===== src/rtl/sys_timer_pkg.sv =====
// Shared definitions for the multi-channel millisecond timer: register
// offsets within the mapper window, ctrl bit positions and the ctrl struct.
package sys_timer_pkg;

    // Free-running counter registers
    localparam logic [7:0] REG_MS_LO = 8'h00;
    localparam logic [7:0] REG_MS_HI = 8'h01;

    // Channel n occupies CH_BASE + CH_STRIDE*n .. +3
    localparam int CH_BASE   = 4;
    localparam int CH_STRIDE = 4;

    // Offsets inside one channel block
    localparam logic [1:0] CH_RLD_LO = 2'd0;
    localparam logic [1:0] CH_RLD_HI = 2'd1;
    localparam logic [1:0] CH_CTRL   = 2'd2;
    localparam logic [1:0] CH_STAT   = 2'd3;

    // Ctrl register bit positions
    localparam int CTRL_EN_BIT     = 0;
    localparam int CTRL_PERIODIC_BIT = 1;
    localparam int CTRL_IRQ_EN_BIT = 2;

    typedef struct packed {
        logic irq_en;
        logic periodic;
        logic en;
    } ch_ctrl_t;

    // Unpack a written ctrl byte; unused bits are dropped.
    function automatic ch_ctrl_t ctrl_from_byte(input logic [7:0] b);
        ch_ctrl_t c;
        c.irq_en   = b[CTRL_IRQ_EN_BIT];
        c.periodic = b[CTRL_PERIODIC_BIT];
        c.en       = b[CTRL_EN_BIT];
        return c;
    endfunction

    // Present ctrl on the bus; unused bits read as 0.
    function automatic logic [7:0] ctrl_to_byte(input ch_ctrl_t c);
        logic [7:0] b;
        b = 8'h00;
        b[CTRL_IRQ_EN_BIT]   = c.irq_en;
        b[CTRL_PERIODIC_BIT] = c.periodic;
        b[CTRL_EN_BIT]       = c.en;
        return b;
    endfunction

endpackage


===== src/rtl/sys_timer_ch.sv =====
// One countdown channel: reload, count, count-hi read snapshot, ctrl and the
// sticky expired flag. Exposes next-state irq so the top can register it.
module sys_timer_ch
    import sys_timer_pkg::*;
#(
    parameter int CNT_W = 16
) (
    input  logic       clk,
    input  logic       i_rst,
    input  logic       i_tick,
    input  logic       i_wr_stb,
    input  logic       i_rd_stb,
    input  logic       i_sel,
    input  logic [1:0] i_reg_off,
    input  logic [7:0] i_din,
    output logic [7:0] o_rdata,
    output logic       o_irq_next
);

    logic [CNT_W-1:0] r_reload;
    logic [CNT_W-1:0] r_count;
    logic [7:0]       r_cnt_hi_snap;
    ch_ctrl_t         r_ctrl;
    logic             r_expired;

    logic [CNT_W-1:0] w_reload_nxt;
    logic [CNT_W-1:0] w_count_nxt;
    logic [7:0]       w_snap_nxt;
    ch_ctrl_t         w_ctrl_nxt;
    logic             w_expired_nxt;

    // 16-bit views; bits above CNT_W are structurally zero
    logic [15:0] w_reload_16;
    logic [15:0] w_count_16;
    logic [15:0] w_rld_lo_val;
    logic [15:0] w_rld_hi_val;

    assign w_reload_16  = 16'(r_reload);
    assign w_count_16   = 16'(r_count);
    assign w_rld_lo_val = {w_reload_16[15:8], i_din};
    assign w_rld_hi_val = {i_din, w_reload_16[7:0]};

    logic w_wr_rld_lo, w_wr_rld_hi, w_wr_ctrl, w_wr_stat, w_rd_lo;
    assign w_wr_rld_lo = i_wr_stb && i_sel && (i_reg_off == CH_RLD_LO);
    assign w_wr_rld_hi = i_wr_stb && i_sel && (i_reg_off == CH_RLD_HI);
    assign w_wr_ctrl   = i_wr_stb && i_sel && (i_reg_off == CH_CTRL);
    assign w_wr_stat   = i_wr_stb && i_sel && (i_reg_off == CH_STAT);
    assign w_rd_lo     = i_rd_stb && i_sel && (i_reg_off == CH_RLD_LO);

    // Next-state for the whole channel: bus writes, then countdown on tick
    always_comb begin
        // NOTE: every output of this block gets a default first so no path
        // leaves a value unassigned, which would otherwise infer a latch.
        w_reload_nxt  = r_reload;
        w_count_nxt   = r_count;
        w_snap_nxt    = r_cnt_hi_snap;
        w_ctrl_nxt    = r_ctrl;
        w_expired_nxt = r_expired;

        if (w_wr_rld_lo) w_reload_nxt = w_rld_lo_val[CNT_W-1:0];
        if (w_wr_rld_hi) w_reload_nxt = w_rld_hi_val[CNT_W-1:0];

        // Clear is applied before the countdown so a same-clk expiry wins
        if (w_wr_stat && i_din[0]) w_expired_nxt = 1'b0;

        if (w_wr_ctrl) begin
            // A ctrl write owns this clk; the tick is ignored here
            w_ctrl_nxt = ctrl_from_byte(i_din);
            if (i_din[CTRL_EN_BIT] && !r_ctrl.en) w_count_nxt = r_reload;
        end else if (i_tick && r_ctrl.en) begin
            if (r_count > CNT_W'(1)) begin
                w_count_nxt = r_count - CNT_W'(1);
            end else begin
                // count of 0 or 1 expires; a reload of 0 therefore acts as 1
                w_expired_nxt = 1'b1;
                if (r_ctrl.periodic) begin
                    w_count_nxt = r_reload;
                end else begin
                    w_count_nxt   = '0;
                    w_ctrl_nxt.en = 1'b0;
                end
            end
        end

        if (w_rd_lo) w_snap_nxt = w_count_16[15:8];
    end

    // Channel state registers
    always_ff @(posedge clk or posedge i_rst) begin
        // NOTE: every channel register is a plain flop with a defined reset
        // value, and sequential state is always updated with <= so all flops
        // sample the same pre-edge values.
        if (i_rst) begin
            r_reload      <= '0;
            r_count       <= '0;
            r_cnt_hi_snap <= 8'h00;
            r_ctrl        <= '0;
            r_expired     <= 1'b0;
        end else begin
            r_reload      <= w_reload_nxt;
            r_count       <= w_count_nxt;
            r_cnt_hi_snap <= w_snap_nxt;
            r_ctrl        <= w_ctrl_nxt;
            r_expired     <= w_expired_nxt;
        end
    end

    // Read mux for this channel's four offsets
    always_comb begin
        o_rdata = 8'h00;
        case (i_reg_off)
            CH_RLD_LO: o_rdata = w_count_16[7:0];
            CH_RLD_HI: o_rdata = r_cnt_hi_snap;
            CH_CTRL:   o_rdata = ctrl_to_byte(r_ctrl);
            CH_STAT:   o_rdata = {7'b0, r_expired};
            default:   o_rdata = 8'h00;
        endcase
    end

    assign o_irq_next = w_expired_nxt & w_ctrl_nxt.irq_en;

endmodule


===== src/rtl/sys_timer_mc.sv =====
// Multi-channel millisecond timer behind the mapper register window.
// Holds the tick prescaler, the 16-bit free-running ms counter with its
// lo-read/hi-snapshot scheme, channel decode, the read mux and the irq OR.
module sys_timer_mc
    import sys_timer_pkg::*;
#(
    parameter int CLK_HZ  = 50000000,
    parameter int TICK_HZ = 1000,
    parameter int NUM_CH  = 2,
    parameter int CNT_W   = 16
) (
    input  logic       clk,
    input  logic       sys_rst,
    input  logic       wr_stb,
    input  logic       rd_stb,
    input  logic [7:0] addr,
    input  logic [7:0] din,
    output logic [7:0] dout,
    output logic       irq
);

    // DIV must be an integer >= 2
    localparam int DIV = CLK_HZ / TICK_HZ;
    localparam int PW  = (DIV > 2) ? $clog2(DIV) : 1;

    logic [PW-1:0] r_presc;
    logic [15:0]   r_ms;
    logic [7:0]    r_ms_hi;
    logic          r_irq;

    logic w_tick;
    logic w_ms_wr;
    logic w_ms_rd;

    assign w_tick  = (r_presc == PW'(DIV - 1));
    assign w_ms_wr = wr_stb && (addr == REG_MS_LO);
    assign w_ms_rd = rd_stb && (addr == REG_MS_LO);

    // Prescaler and ms counter; a write to MS_LO beats a same-clk tick
    always_ff @(posedge clk or posedge sys_rst) begin
        if (sys_rst) begin
            r_presc <= '0;
            r_ms    <= 16'h0000;
        end else if (w_ms_wr) begin
            r_presc <= '0;
            r_ms    <= 16'h0000;
        end else if (w_tick) begin
            r_presc <= '0;
            r_ms    <= r_ms + 16'd1;
        end else begin
            r_presc <= r_presc + PW'(1);
        end
    end

    // Latch ms high byte when the low byte is read, for a coherent pair
    always_ff @(posedge clk or posedge sys_rst) begin
        if (sys_rst) begin
            r_ms_hi <= 8'h00;
        end else if (w_ms_rd) begin
            r_ms_hi <= r_ms[15:8];
        end
    end

    logic [NUM_CH-1:0] w_ch_sel;
    logic [NUM_CH-1:0] w_ch_irq_next;
    logic [7:0]        w_ch_rdata [NUM_CH];

    genvar g;
    generate
        for (g = 0; g < NUM_CH; g++) begin : g_ch
            localparam int LO = CH_BASE + CH_STRIDE * g;

            assign w_ch_sel[g] = (addr >= 8'(LO)) && (addr < 8'(LO + CH_STRIDE));

            sys_timer_ch #(
                .CNT_W (CNT_W)
            ) u_ch (
                .clk        (clk),
                .i_rst      (sys_rst),
                .i_tick     (w_tick),
                .i_wr_stb   (wr_stb),
                .i_rd_stb   (rd_stb),
                .i_sel      (w_ch_sel[g]),
                .i_reg_off  (addr[1:0]),
                .i_din      (din),
                .o_rdata    (w_ch_rdata[g]),
                .o_irq_next (w_ch_irq_next[g])
            );
        end
    endgenerate

    // Combinational read mux; unmapped offsets read 0x00
    always_comb begin
        dout = 8'h00;
        case (addr)
            REG_MS_LO: dout = r_ms[7:0];
            REG_MS_HI: dout = r_ms_hi;
            default: begin
                for (int n = 0; n < NUM_CH; n++) begin
                    if (w_ch_sel[n]) dout = w_ch_rdata[n];
                end
            end
        endcase
    end

    // Level irq registered from the channels' next-state flags
    always_ff @(posedge clk or posedge sys_rst) begin
        if (sys_rst) begin
            r_irq <= 1'b0;
        end else begin
            r_irq <= |w_ch_irq_next;
        end
    end

    assign irq = r_irq;

endmodule

===== config.mk =====
export PLATFORM = sky130hd
export DESIGN_NAME = sys_timer_mc
export DESIGN_NICKNAME = d
export VERILOG_FILES = /design/src/rtl/sys_timer_pkg.sv /design/src/rtl/sys_timer_ch.sv /design/src/rtl/sys_timer_mc.sv
export SDC_FILE = /design/constraint.sdc
export NUM_CORES = 1
export LEC_CHECK = 0
export CAP_MARGIN = 20
export CORE_MARGIN = 2
export CORE_UTILIZATION = 64
export CTS_CLUSTER_DIAMETER = 60
export DETAILED_ROUTE_END_ITERATION = 12
export DONT_BUFFER_PORTS = 1
export PLACE_DENSITY = 0.78
export SYNTH_ARGS = -nofsm -noshare
export SYNTH_HDL_FRONTEND = slang
export SYNTH_SLANG_ARGS = --single-unit

===== constraint.sdc =====
create_clock -name clk -period 5.25 [get_ports clk]
set_input_delay 1.05 -clock clk [delete_from_list [all_inputs] [get_ports clk]]
set_output_delay 1.05 -clock clk [all_outputs]
set_load 0.01 [all_outputs]

==> flow_summary.json, run 1 <==
{
  "cp.depth": 5,
  "rsz0062_at_grt": "no",
  "multi_input_area_um2": 3120,
  "worstHoldPathType": "input pin to async pin",
  "grt_pass1_wl_um": 25410,
  "vdd_drop_max_mv": 0.2946,
  "finalNetCount": 658,
  "crit_required_ns": 4.20,
  "synth.yosys.seq_area_share_pct": 49.32,
  "avgSynthCellArea_um2": 10.31,
  "tightestPinTransition_ns": 1.037,
  "drt_wl_total_um": 15160,
  "antennaDiodeCount": 0,
  "cap_violations": 0,
  "pwr-share-comb_pct": 5.9,
  "cp_top_family": "simple AND/OR/NAND/NOR gates",
  "leakagePower_nw": 3.204,
  "gp_congestion": 0.8805,
  "cts-resized-gates": 0,
  "synth_edf_count": 0,
  "routedWlPerCell_um": 19.49,
  "synthDistinctLibCells": 59,
  "dieHeight_um": 105.1,
  "grt_overflow": 0,
  "setup_ws_ns": 1.250,
  "setup_tns_ns": 0,
  "end_kind": "output port",
  "clockBufferDepth": 2,
  "drcViolationCount": 0,
  "ys_ff_latch": 129,
  "synth_nets": 661,
  "drt-initial-drc-count": 462,
  "cts_sinks": 129,
  "timing.fmax_mhz": 250.0,
  "ant_nets": 0,
  "reg2reg_depth": 6,
  "grt_pass1_vias": 4921,
  "switchingPower_mw": 0.5644,
  "crit_path_top_delay_cell": "or4_1",
  "vias": 4977,
  "worstSetupStartpoint": "addr[6]",
  "drive_above_1_share_pct": 18.14,
  "critical_path.max_stage_delay_ns": 0.59,
  "r2r_start": "g_ch[1].u_ch.r_count[10]$_DFFE_PP0P_",
  "post_dp_cell_area_um2": 6585,
  "die_area_um2": 11050,
  "synth_area_um2": 6545,
  "p_seq_share_pct": 44.8,
  "vias_per_cell": 6.397,
  "arrival_ns": 2.95,
  "cp_num_buf_inv": 0,
  "antenna_found_initial": 0,
  "critical_path_class": "input pin to output port",
  "cts_post_setup_buffers_inserted": 0,
  "cts_buffers": 17,
  "finClkSkew_ns": 0.006625,
  "io_buffers": 0,
  "crit_end": "dout[6]",
  "pre_cts_ws_ns": 1.290,
  "drv_slew": 0,
  "coreArea_um2": 9864,
  "firstDrtPassIters": 5,
  "clkTransAtPathRegs_ns": 0.06,
  "clock_power_share_pct": 49.3,
  "rows": 36,
  "status": "finished clean",
  "hold_viol": 0,
  "root_buffer": "clkbuf_8",
  "fillers": 661,
  "cts_tree": "built",
  "min_period_over_period_pct": 76.19,
  "grt_max_degree": 91,
  "internal_power_mw": 1.912,
  "min_period_ns": 4.000,
  "regArea_um2": 3228,
  "cellPowerDensity_nw_per_um2": 342.6,
  "cts_hold_buf": 0,
  "reg2reg_slack_ns": 2.11,
  "finalInstanceArea_um2": 7229,
  "top_level_ports": 29,
  "yosysWarnings": 0,
  "switching_share_pct": 22.79,
  "worstPathCellList": "or4_1 -> or3_1 -> nor3_2 -> a22oi_1 -> nand2_1",
  "start_util_pct": 66.35,
  "crit_fanout": 9,
  "relSlewSlack_pct": 30.89,
  "cp-start-kind": "input pin",
  "groute.usage.overall_pct": 29.49,
  "dp_hpwl_um": 10280,
  "clk_latency_ns": 0.54,
  "finalSetupViolations": 0,
  "synthCells": 635,
  "async_reset_ff_share_pct": 100.0,
  "area_delta_synth_final_pct": 10.46,
  "r2r-end": "g_ch[1].u_ch.r_count[11]$_DFFE_PP0P_",
  "cts-htree-levels": 4,
  "synth_flop_cell": "dfrtp_1",
  "die_x_um": 105.1
}
==> power by group through the flow <==
stage	Combinational [mW]	Sequential (mW)	Clock (mW)
3_5_place_dp	0.142	1.12	0
4_1_cts	0.145	1.11	1.23
2_1_floorplan	0.121	1.11	0
5_1_grt	0.167	1.12	1.27
6_report	0.147	1.11	1.22
3_3_place_gp	0.135	1.12	0
==> worst min path at each step <==
stage                                                            to  slack (ns)  depth (start not counted)
after global routing          g_ch[1].u_ch.r_reload[10]$_DFFE_PP0P_        0.47                          1
final                          g_ch[1].u_ch.r_count[10]$_DFFE_PP0P_        0.42                          1
after CTS                 g_ch[0].u_ch.r_cnt_hi_snap[4]$_DFFE_PP0P_        0.48                          2
after detailed placement                       r_presc[0]$_DFF_PP0_        0.45                          1
after floorplan                                r_presc[0]$_DFF_PP0_        0.43                          1
after global placement                         r_presc[0]$_DFF_PP0_        0.44                          1
==> metal layers <==
metal  vias to the layer above  global-route usage [%]  wire length, um
met5                         -                       0                0
met3                        38                   7.548             1052
met4                         0                   12.57              371
met1                      2457                   39.44             6392
met2                       191                   45.87             7347
li1                       2291                       -                -
==> layout by cell type (no fill, tap or decap), types with 16 or more instances in the layout <==
master,Yosys,layout
nand2_1,37,37
o21ai_0,60,60
mux2_2,66,66
a21oi_1,32,32
nor2_1,83,83
nand3_1,21,21
clkbuf_16,0,16
dfrtp_1,129,129
xor2_1,19,19
nor3_1,20,20
==> registers in the layout (all words and copies together) (netlist names) <==
signal,count
g_ch.u_ch.r_expired,2
r_presc,16
g_ch.u_ch.r_reload,32
g_ch.u_ch.r_count,32
r_ms,16
irq,1
g_ch.u_ch.r_ctrl,6
r_ms_hi,8
g_ch.u_ch.r_cnt_hi_snap,16
==> final cells by class <==
cell class	instances	area share, %
clock buffer	21	6.213
clock inverter	11	2.215
inverter	12	0.6577
multi-input combinational	467	43.16
sequential	129	44.65
tap	133	2.302
timing repair buffer	5	0.7961
==> cells in the mapped netlist (6+ instances only) <==
| cell type | number | area share [%] |
|---|---|---|
| clkbuf_1 | 16 | 0.92 |
| ha_1 | 6 | 1.1 |
| nor2_1 | 83 | 4.8 |
| nor3_1 | 20 | 1.5 |
| nor4_1 | 7 | 0.67 |
| nand2_1 | 37 | 2.1 |
| a21oi_1 | 32 | 2.4 |
| mux2_2 | 66 | 11 |
| and3_1 | 10 | 0.96 |
| nand3_1 | 21 | 1.6 |
| inv_1 | 12 | 0.69 |
| dfrtp_1 | 129 | 49 |
| xnor2_1 | 10 | 1.3 |
| and4_1 | 6 | 0.80 |
| o21ai_1 | 9 | 0.69 |
| xor2_1 | 19 | 2.5 |
| a32oi_1 | 8 | 1.1 |
| a22oi_1 | 15 | 1.7 |
| o21ai_0 | 60 | 4.6 |
==> kinds of logic after synthesis <==
family | share of synthesized area (%)
flops | 49.32
simple gates | 16.25
fa+ha+maj | 1.147
xor+xnor | 3.881
mux | 12.81
buf+inv | 3.001
compound gates | 13.59
==> stage by stage <==
step / util (%) / cells / hold WS, ns / power, mW
3_5_place_dp: 66.76 / 744 / 0.4536 / 1.265
6_report: 73.29 / 778 / 0.4225 / 2.477
4_1_cts: 72.93 / 776 / 0.4776 / 2.488
5_1_grt: 73.29 / 778 / 0.4665 / 2.559
2_1_floorplan: - / 635 / 0.4251 / 1.227
3_3_place_gp: 66.76 / 744 / 0.4390 / 1.256
==> worst register-to-register path, delay by kind of cell (launching register included) <==
family / cells / cell delay (ns)
AND/OR/NAND/NOR: 3 / 1.30
AO/OA/AOI/OAI: 3 / 1.21
flip-flops: 1 / 0.46
Note: power is estimated with default switching activity, not from simulation.
==> run 2: changes to the inputs <==
clock period = 3.9 ns   (was 5.25 ns; I/O delays follow)
==> run 2 against run 1 <==
Clock-buffer cell count is 3 higher. Via count is 0.26% lower. Combinational power is 33% higher. First-iteration DRC count is 27% higher. Clock skew hardly changed. Critical path type unchanged. Largest cell class unchanged.
==> flow_summary.json, run 2 (synthesis results as in run 1) <==
{
  "status": "finished clean",
  "gp_congestion": 0.9193,
  "firstDrtPassIters": 5,
  "leakagePower_nw": 3.160,
  "post_dp_cell_area_um2": 6614,
  "min_period_ns": 3.427,
  "finClkSkew_ns": 0.006439,
  "grt_pass1_wl_um": 25070,
  "dp_hpwl_um": 10300,
  "grt_overflow": 0,
  "fillers": 699,
  "grt_max_degree": 91,
  "vias_per_cell": 6.397,
  "cap_violations": 0,
  "critical_path_class": "input pin to output port",
  "clkTransAtPathRegs_ns": 0.06,
  "die_area_um2": 11050,
  "finalSetupViolations": 0,
  "min_period_over_period_pct": 87.88,
  "top_regs": "g_ch.u_ch.r_count: 32 flops, g_ch.u_ch.r_reload: 32 flops",
  "tightestPinTransition_ns": 0.9724,
  "drt_wl_total_um": 15190,
  "clockBufferDepth": 2,
  "drcViolationCount": 0,
  "setup_tns_ns": 0,
  "antennaDiodeCount": 0,
  "final_common_cell": "dfrtp_1",
  "antenna_found_initial": 0,
  "die_x_um": 105.1,
  "crit_fanout": 9,
  "grt_pass1_vias": 4923,
  "groute.usage.overall_pct": 29.20,
  "root_buffer": "clkbuf_8",
  "clk_latency_ns": 0.51,
  "cts_hold_buf": 0,
  "rows": 36,
  "cts_sinks": 129,
  "cp-start-kind": "input pin",
  "drive_above_1_share_pct": 17.57,
  "cts-htree-levels": 4,
  "power.total_mw": 3.118,
  "coreArea_um2": 9864,
  "ant_nets": 0,
  "drv_slew": 0,
  "finalNetCount": 658,
  "fin_cells": 776,
  "drt-initial-drc-count": 585,
  "place_inst": 746,
  "area_delta_synth_final_pct": 9.119,
  "top_level_ports": 29,
  "rsz0062_at_grt": "no",
  "cts_tree": "built",
  "cts-resized-gates": 0,
  "relSlewSlack_pct": 35.17,
  "fin_hold_ws_ns": 0.2829,
  "vias": 4964,
  "vdd_drop_max_mv": 0.3327,
  "end_kind": "output port",
  "start_util_pct": 66.35,
  "finalInstanceArea_um2": 7142,
  "routedWlPerCell_um": 19.58,
  "timing.fmax_mhz": 291.8,
  "dieHeight_um": 105.1,
  "worstHoldPathType": "input pin to async pin",
  "io_buffers": 0,
  "hold_viol": 0,
  "crit_required_ns": 3.12,
  "cellPowerDensity_nw_per_um2": 436.6,
  "mostFrequentLayoutCells": "129 x dfrtp_1, 83 x nor2_1, 66 x mux2_2",
  "cts_post_setup_buffers_inserted": 0,
  "arrival_ns": 2.65,
  "cts_buffers": 17
}
run 2: path summary, 6_finish.rpt:
path                       cells past startpoint                                 start  slack [ns]                               endpoint
max                                            5                               addr[6]        0.47                                dout[5]
min                                            1                               sys_rst        0.28  g_ch[1].u_ch.r_reload[10]$_DFFE_PP0P_
max reg2reg                                    7  g_ch[1].u_ch.r_count[10]$_DFFE_PP0P_        0.77   g_ch[1].u_ch.r_count[14]$_DFFE_PP0P_
min reg2reg                                    1                  r_presc[0]$_DFF_PP0_        0.46                   r_presc[0]$_DFF_PP0_
max in group asynchronous                      2                               sys_rst        2.71                  r_presc[14]$_DFF_PP0_
min in group clk                               2                                din[2]        0.40       g_ch[0].u_ch.r_ctrl[2]$_DFF_PP0_
run 2: layout make-up:
| cell class | count | area [um2] | area share (%) |
|---|---|---|---|
| Timing Repair Buffer | 5 | 50.05 | 0.7008 |
| Multi-Input combinational cell | 467 | 3120 | 43.69 |
| Inverter | 12 | 48.80 | 0.6833 |
| Sequential cell | 129 | 3228 | 45.20 |
| Tap cell | 133 | 166.4 | 2.330 |
| Clock inverter | 6 | 57.56 | 0.8059 |
| Clock buffer | 24 | 470.5 | 6.587 |
run 2: report_power, final:
part	leakage (nW)	internal, mW	switching (mW)
combinational	1.21	0.0915	0.104
clock	0.261	0.884	0.545
sequential	1.69	1.42	0.0785
run 2: layer usage:
layer  vias up  part of all wire, %  GRT usage (%)
li1       2284                    -              -
met2       199                   49          46.10
met4         0                  1.3          10.29
met3        18                  6.4          7.174
met5         -                    0              0
met1      2463                   43          39.53
run 2: per-stage QoR:
step                      setup WS, ns  util [%]
after global placement          0.5446     67.05
after floorplan                 0.7792         -
after detailed placement        0.4795     67.05
final                           0.4727     72.40
after global routing            0.3743     72.40
after CTS                       0.4833     72.40
run 2: critical path, cell delays in order:
cell and delay, ns:
or4_1 0.58, or3_1 0.39, nor3_2 0.53, a22oi_1 0.20, nand2_1 0.16
